**src/rtl/mem_access_ctrl_pkg.sv**
```systemverilog
// Shared definitions for the data-RAM access controller: op encodings, access
// size decode, FSM state encoding and RAM byte-lane select constants.
package mem_access_ctrl_pkg;

  localparam int unsigned DATA_W = 32;
  localparam int unsigned OP_W   = 3;
  localparam int unsigned SEL_W  = 4;

  localparam logic [OP_W-1:0] OP_LB  = 3'b000;
  localparam logic [OP_W-1:0] OP_LH  = 3'b001;
  localparam logic [OP_W-1:0] OP_LW  = 3'b010;
  localparam logic [OP_W-1:0] OP_SW  = 3'b011;
  localparam logic [OP_W-1:0] OP_LBU = 3'b100;
  localparam logic [OP_W-1:0] OP_LHU = 3'b101;
  localparam logic [OP_W-1:0] OP_SB  = 3'b110;
  localparam logic [OP_W-1:0] OP_SH  = 3'b111;

  localparam logic [SEL_W-1:0] SEL_BYTE0   = 4'b0001;
  localparam logic [SEL_W-1:0] SEL_BYTE1   = 4'b0010;
  localparam logic [SEL_W-1:0] SEL_BYTE2   = 4'b0100;
  localparam logic [SEL_W-1:0] SEL_BYTE3   = 4'b1000;
  localparam logic [SEL_W-1:0] SEL_HALF_LO = 4'b0011;
  localparam logic [SEL_W-1:0] SEL_HALF_HI = 4'b1100;
  localparam logic [SEL_W-1:0] SEL_WORD    = 4'b1111;

  typedef enum logic [1:0] {
    SIZE_BYTE,
    SIZE_HALF,
    SIZE_WORD
  } size_e;

  typedef enum logic [1:0] {
    ST_IDLE,
    ST_ACCESS,
    ST_RESP
  } state_e;

  function automatic logic is_store(input logic [OP_W-1:0] op);
    return (op == OP_SW) || (op == OP_SB) || (op == OP_SH);
  endfunction

  function automatic size_e op_size(input logic [OP_W-1:0] op);
    case (op)
      OP_LB, OP_LBU, OP_SB: return SIZE_BYTE;
      OP_LH, OP_LHU, OP_SH: return SIZE_HALF;
      default:              return SIZE_WORD;
    endcase
  endfunction

  function automatic logic is_misaligned(input logic [OP_W-1:0] op, input logic [1:0] addr_lo);
    case (op_size(op))
      SIZE_BYTE: return 1'b0;
      SIZE_HALF: return addr_lo[0];
      default:   return addr_lo != 2'b00;
    endcase
  endfunction

endpackage

```
**src/rtl/mem_lane_align.sv**
```systemverilog
// Combinational byte-lane steering: lane selects and replicated store data on
// the way out, sign/zero extension of the already-shifted RAM data on the way in.
module mem_lane_align
  import mem_access_ctrl_pkg::*;
(
  input  logic [2:0]  op,
  input  logic [1:0]  addr_lo,
  input  logic [31:0] wdata,
  input  logic [31:0] ram_data_out,
  output logic [3:0]  sel_c,
  output logic [31:0] store_data_c,
  output logic [31:0] load_data_c,
  output logic        misalign_c
);

  always_comb begin
    sel_c = SEL_WORD;
    case (op_size(op))
      SIZE_BYTE: begin
        case (addr_lo)
          2'd0:    sel_c = SEL_BYTE0;
          2'd1:    sel_c = SEL_BYTE1;
          2'd2:    sel_c = SEL_BYTE2;
          default: sel_c = SEL_BYTE3;
        endcase
      end
      SIZE_HALF: sel_c = addr_lo[1] ? SEL_HALF_HI : SEL_HALF_LO;
      default:   sel_c = SEL_WORD;
    endcase
  end

  // Store data is replicated so the RAM can pick any lane without a shifter.
  always_comb begin
    store_data_c = wdata;
    case (op)
      OP_SB:   store_data_c = {4{wdata[7:0]}};
      OP_SH:   store_data_c = {2{wdata[15:0]}};
      default: store_data_c = wdata;
    endcase
  end

  always_comb begin
    load_data_c = ram_data_out;
    case (op)
      OP_LB:   load_data_c = {{24{ram_data_out[7]}}, ram_data_out[7:0]};
      OP_LBU:  load_data_c = {24'd0, ram_data_out[7:0]};
      OP_LH:   load_data_c = {{16{ram_data_out[15]}}, ram_data_out[15:0]};
      OP_LHU:  load_data_c = {16'd0, ram_data_out[15:0]};
      default: load_data_c = ram_data_out;
    endcase
  end

  assign misalign_c = is_misaligned(op, addr_lo);

endmodule

```
**src/rtl/mem_access_ctrl.sv**
```systemverilog
// MEM-stage initiator for the single-port byte-select data RAM: one access per
// request, registered RAM strobes, one-cycle read latency, done/busy handshake.
module mem_access_ctrl
  import mem_access_ctrl_pkg::*;
#(
  parameter int unsigned ADDR_W = 10
) (
  input  logic              clk,
  input  logic              rst,
  input  logic              req,
  input  logic [2:0]        op,
  input  logic [31:0]       addr,
  input  logic [31:0]       wdata,
  output logic              busy,
  output logic              done,
  output logic [31:0]       rdata,
  output logic              misalign,
  output logic              ram_rw,
  output logic [3:0]        ram_sel,
  output logic [ADDR_W-1:0] ram_addr,
  output logic [31:0]       ram_data_in,
  input  logic [31:0]       ram_data_out
);

  state_e      state;
  logic [2:0]  op_q;
  logic [1:0]  addr_lo_q;
  logic [2:0]  align_op;
  logic [1:0]  align_lo;
  logic [3:0]  sel_c;
  logic [31:0] store_data_c;
  logic [31:0] load_data_c;
  logic        misalign_c;
  logic        unused_addr_hi;

  assign unused_addr_hi = ^addr[31:ADDR_W+2];

  // Live request fields while idle, latched ones once the access is in flight.
  assign align_op = (state == ST_IDLE) ? op : op_q;
  assign align_lo = (state == ST_IDLE) ? addr[1:0] : addr_lo_q;

  mem_lane_align u_lane_align (
    .op           (align_op),
    .addr_lo      (align_lo),
    .wdata        (wdata),
    .ram_data_out (ram_data_out),
    .sel_c        (sel_c),
    .store_data_c (store_data_c),
    .load_data_c  (load_data_c),
    .misalign_c   (misalign_c)
  );

  always_ff @(posedge clk) begin
    if (rst) begin
      state       <= ST_IDLE;
      op_q        <= '0;
      addr_lo_q   <= '0;
      busy        <= 1'b0;
      done        <= 1'b0;
      misalign    <= 1'b0;
      rdata       <= '0;
      ram_rw      <= 1'b0;
      ram_sel     <= '0;
      ram_addr    <= '0;
      ram_data_in <= '0;
    end else begin
      done     <= 1'b0;
      misalign <= 1'b0;
      case (state)
        ST_IDLE: begin
          if (req) begin
            if (misalign_c) begin
              done     <= 1'b1;
              misalign <= 1'b1;
              rdata    <= '0;
            end else begin
              op_q        <= op;
              addr_lo_q   <= addr[1:0];
              ram_addr    <= addr[ADDR_W+1:2];
              ram_sel     <= sel_c;
              ram_rw      <= is_store(op);
              ram_data_in <= store_data_c;
              busy        <= 1'b1;
              state       <= ST_ACCESS;
            end
          end
        end
        // RAM samples at the end of this cycle; strobes drop right after.
        ST_ACCESS: begin
          ram_rw  <= 1'b0;
          ram_sel <= '0;
          if (is_store(op_q)) begin
            done  <= 1'b1;
            busy  <= 1'b0;
            state <= ST_IDLE;
          end else begin
            state <= ST_RESP;
          end
        end
        ST_RESP: begin
          rdata <= load_data_c;
          done  <= 1'b1;
          busy  <= 1'b0;
          state <= ST_IDLE;
        end
        default: begin
          busy  <= 1'b0;
          state <= ST_IDLE;
        end
      endcase
    end
  end

endmodule

```
**config.mk**
```make
export PLATFORM = sky130hd
export DESIGN_NAME = mem_access_ctrl
export DESIGN_NICKNAME = d
export VERILOG_FILES = /design/src/rtl/mem_access_ctrl_pkg.sv /design/src/rtl/mem_lane_align.sv /design/src/rtl/mem_access_ctrl.sv
export SDC_FILE = /design/constraint.sdc
export NUM_CORES = 1
export LEC_CHECK = 0
export CAP_MARGIN = 20
export CORE_UTILIZATION = 40
export DETAILED_ROUTE_END_ITERATION = 10
export DONT_BUFFER_PORTS = 1
export PLACE_DENSITY_LB_ADDON = 0.15
export SLEW_MARGIN = 5
export SYNTH_ARGS = -nofsm -noshare
export SYNTH_HDL_FRONTEND = slang
export SYNTH_SLANG_ARGS = --single-unit
```
**constraint.sdc**
```tcl
create_clock -name clk -period 2.3 [get_ports clk]
set_input_delay 0.46 -clock clk [delete_from_list [all_inputs] [get_ports clk]]
set_output_delay 0.46 -clock clk [all_outputs]
set_load 0.01 [all_outputs]
```
==> summary.log <==
[setup_path] depth of the most critical reg-to-reg path 7
[logic_synthesis] gate count after technology mapping 456
[drt] routed via count 3,303
[sta] skew final 0.01482 ns
[floorplanning] Vert. Die Dim 102.5 um
[setup_path] crit path max-delay cell type sky130_fd_sc_hd__dfxtp_1
[sta] Max-Slew Margin vs Limit 50.16%
[setup_path] CP most frequent cell sky130_fd_sc_hd__buf_4
[logic_synthesis] mux cell area share after synthesis 2.352%
[place] number of buffers inserted by port buffering 0
[final_layout] Layout Nets 546
[floorplanning] core outline area 9774 sq um
[drt] drt total wl 10,990 um
[sta] count of endpoints failing setup in the final report 0
[logic_synthesis] dominant cells by area after synthesis sky130_fd_sc_hd__dfxtp_1, sky130_fd_sc_hd__a21oi_1, sky130_fd_sc_hd__nand2_1
[drt] wire length per cell 18.88 um
[logic_synthesis] syn avg cell area 8.865 sq um
[worst_hold_path] Worst Hold Depth 1
[logic_synthesis] main combinational cell family by area after synthesis compound AO/OA/AOI/OAI gates
[logic_synthesis] fraction of the mapped netlist area in simple logic gates 16.84%
[sta] unrepaired setup endpoints after global routing no
[setup_path] worst-path maximum fanout 16
[setup_path] nature of the critical path startpoint register
[logic_synthesis] FF+latch count, synth 89
[job] reported max-cap violation count 0
[global_routing] total congestion overflow 0
[floorplanning] I/O pin count 184
[setup_path] Critical Path Max Stage Delay 0.62 ns
[worst_hold_path] Min-Delay Startpoint rst
[clock_network] number of buffers inserted for hold repair after clock tree synthesis 0
[logic_synthesis] post-synthesis async set-or-reset flop share 0%
[floorplanning] initial core utilization 41.36%
[final_layout] Fillers 986
[setup_path] critical path endpoint category register
[logic_synthesis] library cell with the highest instance count after synthesis sky130_fd_sc_hd__dfxtp_1
[logic_synthesis] Yosys warnings 0
[clock_network] Clk pin slew, worst setup/hold paths 0.10 ns
[clock_network] root buf cell sky130_fd_sc_hd__clkbuf_8
[worst_hold_path] Tightest Hold Check Type primary input to register
[logic_synthesis] Synth Cell Area 4043 sq um
[clock_network] number of buffers inserted during clock tree synthesis 9
[setup_path] Worst Path Class, Setup register to register
[global_routing] via count of the first global-routing pass 3,005
[clock_network] clock tree from TritonCTS done
[place] GP Congestion 0.7798
[final_layout] non-filler cells, final 582
[status] result of the run complete, no violations
[clock_network] number of sinks on the clock net 89
[final_layout] post-layout instance area 4432 sq um
[sta] Final Cycle Share 92.94%
[clock_network] clock tree buffer depth 2
[logic_synthesis] post-synth cell types 50
[setup_path] reg2reg end rdata[25]
[power_and_ir_drop] worst vdd ir 0.0003506 V
[final_layout] Antenna Cells 0
[place] instance count after placement with tap cells included 564
[floorplanning] Core Rows 36
[logic_synthesis] leading cell types by count after synthesis sky130_fd_sc_hd__dfxtp_1, sky130_fd_sc_hd__a21oi_1, sky130_fd_sc_hd__nand2_1, sky130_fd_sc_hd__o21ai_0, sky130_fd_sc_hd__nor2_1
[logic_synthesis] xor-xnor portion of the synthesized cell area 0%
[drt] drt drc 0
[power_and_ir_drop] Cell Pwr Density 790.7 nW/um^2
[place] post-detailed-placement half-perimeter wirelength 7234 um
[sta] shortest period the worst path allows 2.138 ns
[sta] actual transition at the worst max-transition pin 0.7475 ns
[sta] Hold Vio Cnt, Final 0
[setup_path] worst r2r src state[1]
[setup_path] Top delay family on crit path flip-flops
[place] Post-DP Area 4159 sq um
[logic_synthesis] Synthesized Nets 558
[setup_path] cells along the critical path buf_4 -> nor2_8 -> buf_4 -> a21boi_4 -> mux2_4 -> a21oi_1 -> a21o_1
[setup_path] data required time of the critical path 2.60 ns
[worst_hold_path] worst min-delay path endpoint ram_data_in[17]
[sta] number of pins exceeding their max-slew limit in the final report 0
[clock_network] worst-skew pair later-pin latency 0.36 ns
[global_routing] global routing usage summed across all routing layers 20.36%
[logic_synthesis] Top FF cell, synth sky130_fd_sc_hd__dfxtp_1
[global_routing] wire length of the first global-routing pass 16,530 um
[floorplanning] Chip Width 102.5 um
[setup_path] signal arrival time at the worst endpoint 2.44 ns
[logic_synthesis] adder-cell share of the synthesized area 0%
[setup_path] buffer and inverter count on the worst path 2
[drt] 1st-iter DRT viols 121
[logic_synthesis] post-synthesis compound-gate area fraction 31.57%
[sta] max frequency 467.8 MHz
[global_routing] antenna violations before repair 0
[floorplanning] DIE AREA 10,510 sq um
[drt] number of iterations in the first detailed-routing pass 4
[clock_network] depth of the CTS H-tree 3
[power_and_ir_drop] total leakage power 1.750 nW
[logic_synthesis] sequential share of the synthesized area 44.07%
[logic_synthesis] area fraction of the dominant cell type after synthesis 44.07%
[drt] Final ANT Viol Nets 0
[final_layout] P&R area growth vs syn 9.625%
[logic_synthesis] post-synth top area cell sky130_fd_sc_hd__dfxtp_1
[global_routing] maximum number of pins on one net before global-route repair 77
[setup_path] internal reg-to-reg setup slack 0.16 ns
[final_layout] share of post-route cells with drive strength above 1 14.48%
[logic_synthesis] EDFF count, synth 0
[drt] via density per instance 5.675
==> area by class of cell <==
type / instances / area (sq um) / share of cell area [%]
inverters: 4 / 15.01 / 0.3388
multi-input cells: 322 / 2082 / 46.98
clock inverters: 7 / 98.84 / 2.230
well taps: 133 / 166.4 / 3.755
repair buffers: 18 / 163.9 / 3.698
clock buffers: 9 / 123.9 / 2.795
flip-flops and latches: 89 / 1782 / 40.20
==> worst reg2reg max path: stages, from the launching register on <==
cell                       delay [ns]
sky130_fd_sc_hd__dfxtp_1         0.62
sky130_fd_sc_hd__buf_4           0.23
sky130_fd_sc_hd__nor2_8          0.05
sky130_fd_sc_hd__buf_4           0.17
sky130_fd_sc_hd__a21boi_4        0.32
sky130_fd_sc_hd__mux2_4          0.43
sky130_fd_sc_hd__a21oi_1         0.17
sky130_fd_sc_hd__a21o_1          0.10
==> registers in the layout, summed over array words and instances (netlist names), 2 cells and up <==
signal	count
ram_addr	10
ram_sel	4
op_q	3
state	2
rdata	32
addr_lo_q	2
ram_data_in	32
==> stage by stage <==
stage | TNS [ns] | power, mW | util (%) | hold WS (ns) | setup WS [ns]
after floorplan | 0 | 2.192 | - | 0.4650 | 0.4183
after global placement | -0.2882 | 2.288 | 42.55 | 0.4990 | -0.03455
after detailed placement | -1.602 | 2.298 | 42.55 | 0.4966 | -0.1075
after CTS | 0 | 3.531 | 45.10 | 0.1555 | 0.05772
after global routing | 0 | 3.682 | 45.34 | 0.1469 | 0.03877
final | 0 | 3.504 | 45.34 | 0.1986 | 0.1623
==> report_power, final <==
group	leakage [nW]	switching, mW	internal [mW]
Clock	0.111	0.601	0.622
Sequential	0.726	0.112	1.64
Combinational	0.914	0.321	0.207
==> logic make-up after synthesis <==
| logic type | after synthesis |
|---|---|
| buffers and inverters | 46 |
| DFF | 89 |
| AOI/OAI and AO/OA | 177 |
| and+or+nand+nor | 135 |
| muxes | 9 |
==> layout by cell type, fill, tap and decap left out, types with 2 or more instances in the layout <==
cell	instances
sky130_fd_sc_hd__dfxtp_1	89
sky130_fd_sc_hd__a21oi_1	57
sky130_fd_sc_hd__nand2_1	45
sky130_fd_sc_hd__o21ai_0	31
sky130_fd_sc_hd__nor2_1	23
sky130_fd_sc_hd__nand3_1	22
sky130_fd_sc_hd__nor2b_1	18
sky130_fd_sc_hd__a21o_1	17
sky130_fd_sc_hd__buf_4	15
sky130_fd_sc_hd__o21ai_1	12
sky130_fd_sc_hd__o2bb2ai_1	12
sky130_fd_sc_hd__a22o_1	9
sky130_fd_sc_hd__clkbuf_8	9
sky130_fd_sc_hd__mux2i_1	8
sky130_fd_sc_hd__a211oi_2	8
sky130_fd_sc_hd__and3_1	8
sky130_fd_sc_hd__o41ai_2	8
sky130_fd_sc_hd__o41ai_1	8
sky130_fd_sc_hd__inv_1	4
sky130_fd_sc_hd__a31oi_1	3
sky130_fd_sc_hd__inv_6	3
sky130_fd_sc_hd__nand2b_1	2
sky130_fd_sc_hd__o21ai_2	2
sky130_fd_sc_hd__a221oi_4	2
sky130_fd_sc_hd__nor3_1	2
sky130_fd_sc_hd__nor4_1	2
sky130_fd_sc_hd__nand3b_1	2
sky130_fd_sc_hd__bufinv_16	2
sky130_fd_sc_hd__buf_12	2
==> metal layers <==
metal	GRT usage (%)	vias up	share of wire, %
li1	-	1628	-
met4	4.835	0	0.96
met1	27.99	1573	46
met5	0	-	0
met3	7.186	8	7.6
met2	30.41	94	46
==> how the worst max path moves through the flow <==
| stage | startpoint | endpoint | depth (start not counted) |
|---|---|---|---|
| final | state[1] | rdata[25] | 7 |
| after global routing | state[1] | ram_rw | 6 |
| after global placement | state[1] | rdata[5] | 6 |
| after floorplan | op[2] | rdata[15] | 6 |
| after detailed placement | state[1] | rdata[3] | 6 |
| after CTS | state[1] | ram_rw | 6 |
==> what timing repair did <==
item | 4_1_cts | 5_1_grt
setup buffers | 0 | 1
endpoints found under the setup margin | 32 | 8
gates resized for setup | 1 | 1
gates cloned | 1 | 0
pin swaps | 1 | 1
No activity file was read; power rests on OpenSTA's default activity.
